==> config.mk <==
export PLATFORM = sky130hd
export DESIGN_NAME = bin_sequencer
export DESIGN_NICKNAME = d
export VERILOG_FILES = /design/src/rtl/bin_sequencer.sv
export SDC_FILE = /design/constraint.sdc
export NUM_CORES = 1
export LEC_CHECK = 0
export ABC_AREA = 1
export CAP_MARGIN = 20
export CORE_ASPECT_RATIO = 1.5
export CORE_MARGIN = 2
export CORE_UTILIZATION = 35
export DETAILED_ROUTE_END_ITERATION = 6
export GPL_ROUTABILITY_DRIVEN = 0
export HOLD_SLACK_MARGIN = 0.06
export MAX_ROUTING_LAYER = met4
export SYNTH_ARGS = -nofsm -noshare
export SYNTH_HDL_FRONTEND = slang
export SYNTH_SLANG_ARGS = --single-unit
==> constraint.sdc <==
create_clock -name clk -period 3.6 [get_ports clk]
set_input_delay 1.08 -clock clk [delete_from_list [all_inputs] [get_ports clk]]
set_output_delay 1.08 -clock clk [all_outputs]
set_load 0.01 [all_outputs]
==> src/rtl/bin_sequencer.sv <==
// ============================================================================
// Module      : bin_sequencer
// Description : Accepts decode commands (context state, bypass flag, bin
//               count) and steps an external arithmetic Decoder one decode
//               cycle at a time. In bypass mode it requests up to BIN_WIDTH
//               bins per step. Each step's bins go to a valid/ready output
//               stage that stalls decoding under backpressure.
//               Optional build macro SEQ_STATS_EN adds the stat_cmds and
//               stat_bins counters and their output ports.
// Revision    : 1.0 - initial release
// ============================================================================
`default_nettype none

module bin_sequencer #(
   parameter int BIN_WIDTH = 4
) (
   input  logic                 clk,
   input  logic                 reset,
   input  logic                 cmd_valid,
   output logic                 cmd_ready,
   input  logic [7:0]           cmd_pstate,
   input  logic                 cmd_bypass,
   input  logic [6:0]           cmd_numbins,
   output logic [7:0]           pState_in,
   output logic                 bypass,
   output logic [1:0]           n_bin,
   output logic                 dec_en,
   input  logic [BIN_WIDTH-1:0] bin,
   output logic [BIN_WIDTH-1:0] out_bins,
   output logic [2:0]           out_cnt,
   output logic                 out_valid,
   input  logic                 out_ready
`ifdef SEQ_STATS_EN
   ,
   output logic [15:0]          stat_cmds,
   output logic [23:0]          stat_bins
`endif
);

   // BIN_WIDTH widened to the remaining-counter width, and the largest n_bin
   localparam logic [6:0] c_BW7    = 7'(BIN_WIDTH);
   localparam logic [1:0] c_NB_MAX = 2'(BIN_WIDTH - 1);

   typedef enum logic [0:0] {
      S_IDLE = 1'b0,
      S_RUN  = 1'b1
   } state_t;

   state_t      r_state;
   state_t      w_state_nxt;
   logic [6:0]  r_remaining;
   logic [6:0]  w_rem_nxt;
   logic [2:0]  w_step;
   logic        w_accept;

   // Bins requested this step: one for regular bins, otherwise as many as
   // remain up to BIN_WIDTH. Below BIN_WIDTH (<= 4) remaining fits in 2 bits.
   always_comb begin
      n_bin = 2'd0;
      if (r_state == S_RUN && bypass) begin
         if (r_remaining >= c_BW7) begin
            n_bin = c_NB_MAX;
         end else begin
            n_bin = r_remaining[1:0] - 2'd1;
         end
      end
   end

   assign w_step    = {1'b0, n_bin} + 3'd1;
   assign w_rem_nxt = r_remaining - {4'd0, w_step};

   // Next-state, command handshake and decode-step enable
   always_comb begin
      w_state_nxt = r_state;
      cmd_ready   = 1'b0;
      dec_en      = 1'b0;
      w_accept    = 1'b0;
      case (r_state)
         S_IDLE: begin
            cmd_ready = 1'b1;
            if (cmd_valid) begin
               w_accept = 1'b1;
               // A zero-bin command is consumed without any decode step
               if (cmd_numbins != 7'd0) begin
                  w_state_nxt = S_RUN;
               end
            end
         end
         S_RUN: begin
            // Decode only when the output slot is free or being drained
            dec_en = !out_valid || out_ready;
            if (dec_en && w_rem_nxt == 7'd0) begin
               w_state_nxt = S_IDLE;
            end
         end
         default: begin
            w_state_nxt = S_IDLE;
         end
      endcase
   end

   // State register
   always_ff @(posedge clk or posedge reset) begin
      if (reset) begin
         r_state <= S_IDLE;
      end else begin
         r_state <= w_state_nxt;
      end
   end

   // Command context, held for the whole command; remaining bin counter
   always_ff @(posedge clk or posedge reset) begin
      if (reset) begin
         pState_in   <= 8'd0;
         bypass      <= 1'b0;
         r_remaining <= 7'd0;
      end else if (w_accept) begin
         pState_in   <= cmd_pstate;
         bypass      <= cmd_bypass;
         r_remaining <= cmd_numbins;
      end else if (dec_en) begin
         r_remaining <= w_rem_nxt;
      end
   end

   // Output stage: a new step overwrites the slot without a bubble,
   // otherwise the slot holds until the consumer takes it
   always_ff @(posedge clk or posedge reset) begin
      if (reset) begin
         out_bins  <= '0;
         out_cnt   <= 3'd0;
         out_valid <= 1'b0;
      end else if (dec_en) begin
         out_bins  <= bin;
         out_cnt   <= w_step;
         out_valid <= 1'b1;
      end else if (out_ready) begin
         out_valid <= 1'b0;
      end
   end

`ifdef SEQ_STATS_EN
   // Free-running wrap-around usage counters
   always_ff @(posedge clk or posedge reset) begin
      if (reset) begin
         stat_cmds <= 16'd0;
         stat_bins <= 24'd0;
      end else begin
         if (w_accept) begin
            stat_cmds <= stat_cmds + 16'd1;
         end
         if (dec_en) begin
            stat_bins <= stat_bins + {21'd0, w_step};
         end
      end
   end
`endif

endmodule

`default_nettype wire

==> results.py <==
metrics = {
    "detailed_routing": {
        "antenna_left": 0,
        "drc": 0,
        "dr.first_iter.drc_count": 10,
        "num_vias": 1204,
        "wirelength_mm": 3.177,
        "first_pass_iters": 4,
        "wl_per_cell_um": 12.76,
        "vias_per_cell": 4.835,
    },
    "critical_path": {
        "reg2regPathDepth": 13,
        "reg2reg_from": "r_remaining[3]$_DFFE_PP0P_",
        "crit_arrival_ns": 2.31,
        "slowest_stage": "clkdlybuf4s50_1",
        "crit_top_cell": "clkdlybuf4s50_1",
        "setup.worst_path.start_class": "input pin",
        "cp_max_fo": 2,
        "r2r-end": "r_state$_DFF_PP0_",
        "cp-end-kind": "output pin",
        "max_stage_delay_ns": 0.55,
        "rrSetupSlack_ns": 1.05,
        "cp_cell_sequence": "clkdlybuf4s50_1 > nor2_4 > nor2_8 > clkdlybuf4s50_1",
        "criticalPathCategory": "in2out",
        "required_ns": 2.52,
    },
    "global_route": {
        "grt_pass1_wl_mm": 5.388,
        "grt_overflow_total": 0,
        "antenna_found_initial": 0,
        "grt_pass1_vias": 1258,
        "grt_start_max_net_pins": 26,
        "grt.total_usage": 0.1722,
    },
    "clocking": {
        "cts.path.max_buffers": 2,
        "cts-root-buf": "clkbuf_8",
        "cts_setup_buffers": 0,
        "cts_inserted_buffers": 3,
        "clk_pin_slew_worst_paths_ns": 0.09,
        "cts_sinks": 25,
        "post_cts_resized": 0,
        "clkLatencyLatePin_ns": 0.27,
        "cts_hold_buffers": 0,
        "htree_levels": 1,
        "cts_tree": "done",
    },
    "synthesis": {
        "synth_edf_count": 0,
        "ys_types": 24,
        "synth_top_family_by_area": "simple AND/OR/NAND/NOR gates",
        "synth_compound_area_frac": 0.08591,
        "syn_inst": 159,
        "ys_ff_latch": 25,
        "synth.area.top_cells": "dfrtp_1 48%, nand2_1 21%, ha_1 4.8%, inv_1 3.8%, nand3_1 2.7%",
        "synthArstFlopShare": 1.000,
        "synth_area_leader_cell": "dfrtp_1",
        "ys_seq_area_frac": 0.4826,
        "yosys_warnings": 0,
        "synth_area_um2": 1296,
        "synth_flop_cell": "dfrtp_1",
        "synthSimpleGateAreaFrac": 0.3002,
        "synth.area.mux_share": 0,
        "synth_xor_area_frac": 0.006757,
        "syn_area_per_cell_um2": 8.152,
        "synthAdderAreaFrac": 0.06371,
        "syn_nets": 189,
        "synthTopCellsByCount": "71 x nand2_1, 25 x dfrtp_1, 13 x inv_1",
        "post-synth-top-count-cell": "nand2_1",
        "synth_top_area_share": 0.4826,
    },
    "timing": {
        "timing.fmax_ghz": 0.2949,
        "skew_ns": 0.004891,
        "period_share": 0.9419,
        "maxSlewHeadroom": 0.7143,
        "rsz0062_at_grt": "no",
        "finalSetupTns_ns": 0,
        "hold_viol": 0,
        "setup_viol": 0,
        "min_period_ns": 3.391,
        "drv_slew": 0,
        "worstMarginPinSlew_ns": 0.4275,
        "hold-worst-slack_ns": 0.4837,
    },
    "die": {
        "die_x_um": 53.69,
        "initial_utilization": 0.3586,
        "die_y_um": 78.54,
        "io_pins": 45,
        "core_um2": 3615,
        "rows": 27,
        "dieArea_um2": 4217,
    },
    "hold_path": {
        "holdPathStages": 2,
        "worstHoldEndpoint": "out_bins[3]$_DFFE_PP0P_",
        "hp-class": "reg2reg",
        "hold_start": "out_bins[3]$_DFFE_PP0P_",
    },
    "power_and_ir_drop": {
        "power_leakage_nw": 0.8953,
        "ir_drop_mv": 0.4124,
        "p_per_area_nw_per_um2": 845.5,
    },
    "status": {
        "outcome": "finished, final reports clean",
    },
    "cells_and_area": {
        "n_antenna_cell": 0,
        "drive_gt1_frac": 0.07767,
        "fin_nets": 237,
        "ff_latch_area_um2": 625.6,
        "multiInputGateArea_um2": 591.8,
        "n_fill_cell": 348,
        "stdcell_count": 249,
        "area_growth_pct": 43.15,
    },
    "placement": {
        "dp_cells": 244,
        "io_buffers": 44,
        "dp_hpwl_mm": 2.495,
    },
    "run": {
        "maxCapViolCount": 0,
    },
}
==> layout make-up <==
class	count	share of cell area
Multi-Input combinational cell	114	0.3189
Clock buffer	4	0.02428
Tap cell	43	0.02900
Inverter	17	0.03439
Timing Repair Buffer	46	0.2562
Sequential cell	25	0.3372
==> worst max path at each step <==
stage / start / to / cells past startpoint
finish: out_ready / dec_en / 4
global route: out_ready / dec_en / 4
CTS: out_ready / dec_en / 4
detailed placement: out_ready / dec_en / 4
global placement: out_ready / dec_en / 4
floorplan: r_remaining[1]$_DFFE_PP0P_ / r_state$_DFF_PP0_ / 14
==> flip-flops by register name (all words and copies together) (netlist names) <==
register	flops
bypass	1
out_bins	4
out_cnt	3
out_valid	1
pState_in	8
r_remaining	7
r_state	1
==> cell families (layout without fill, tap and decap cells) <==
family / after synthesis / in the layout
and+or+nand+nor: 92 / 92
DFF: 25 / 25
xor gates and xnor gates: 1 / 1
adders and majority gates: 6 / 6
buffers and inverters: 20 / 67
AOI/OAI and AO/OA: 15 / 15
==> cells in the final DEF (no fill, tap or decap) <==
| cell type | instances |
|---|---|
| o221ai_1 | 3 |
| nor2_8 | 1 |
| o21bai_2 | 1 |
| buf_16 | 1 |
| nor3_1 | 1 |
| inv_1 | 13 |
| a21oi_1 | 1 |
| nand4_1 | 1 |
| nand2_1 | 71 |
| nand3_1 | 7 |
| nand2_2 | 2 |
| o211ai_2 | 1 |
| clkbuf_8 | 3 |
| inv_2 | 4 |
| o211ai_1 | 3 |
| o21ai_0 | 1 |
| xnor2_1 | 1 |
| fa_1 | 1 |
| nor2_4 | 1 |
| dfrtp_1 | 25 |
| a21oi_2 | 1 |
| nor2_1 | 7 |
| nor4_1 | 1 |
| clkbuf_1 | 1 |
| ha_1 | 5 |
| buf_4 | 1 |
| clkdlybuf4s50_1 | 44 |
| o21ai_1 | 4 |
==> critical path, delay by kind of cell <==
family                 cells  cell delay (ns)
and+or+nand+nor            2             0.16
buffers and inverters      2             1.07
==> per-stage QoR <==
stage / util / worst slack [ns] / instance area [µm²] / power, mW
floorplan: - / 1.208 / 1296 / 1.051
global placement: 0.4933 / 0.2144 / 1783 / 1.386
detailed placement: 0.4933 / 0.2004 / 1783 / 1.408
CTS: 0.5057 / 0.2004 / 1828 / 1.584
global route: 0.5133 / 0.1832 / 1856 / 1.716
finish: 0.5133 / 0.2093 / 1856 / 1.569
==> routing by layer <==
layer	global-route usage	vias to the layer above	share of wire
met2	0.3037	43	0.56
li1	-	595	-
met3	0.03042	4	0.051
met5	-	-	0
met1	0.1905	562	0.38
met4	0.04872	0	0.0094
==> where the power goes <==
| part | internal (mW) | switching (mW) | total, mW | leakage, nW |
|---|---|---|---|---|
| clock | 0.0793 | 0.0917 | 0.171 | 0.0228 |
| combinational | 0.427 | 0.483 | 0.910 | 0.570 |
| sequential | 0.408 | 0.0799 | 0.488 | 0.303 |
No activity file was read; power rests on OpenSTA's default activity.
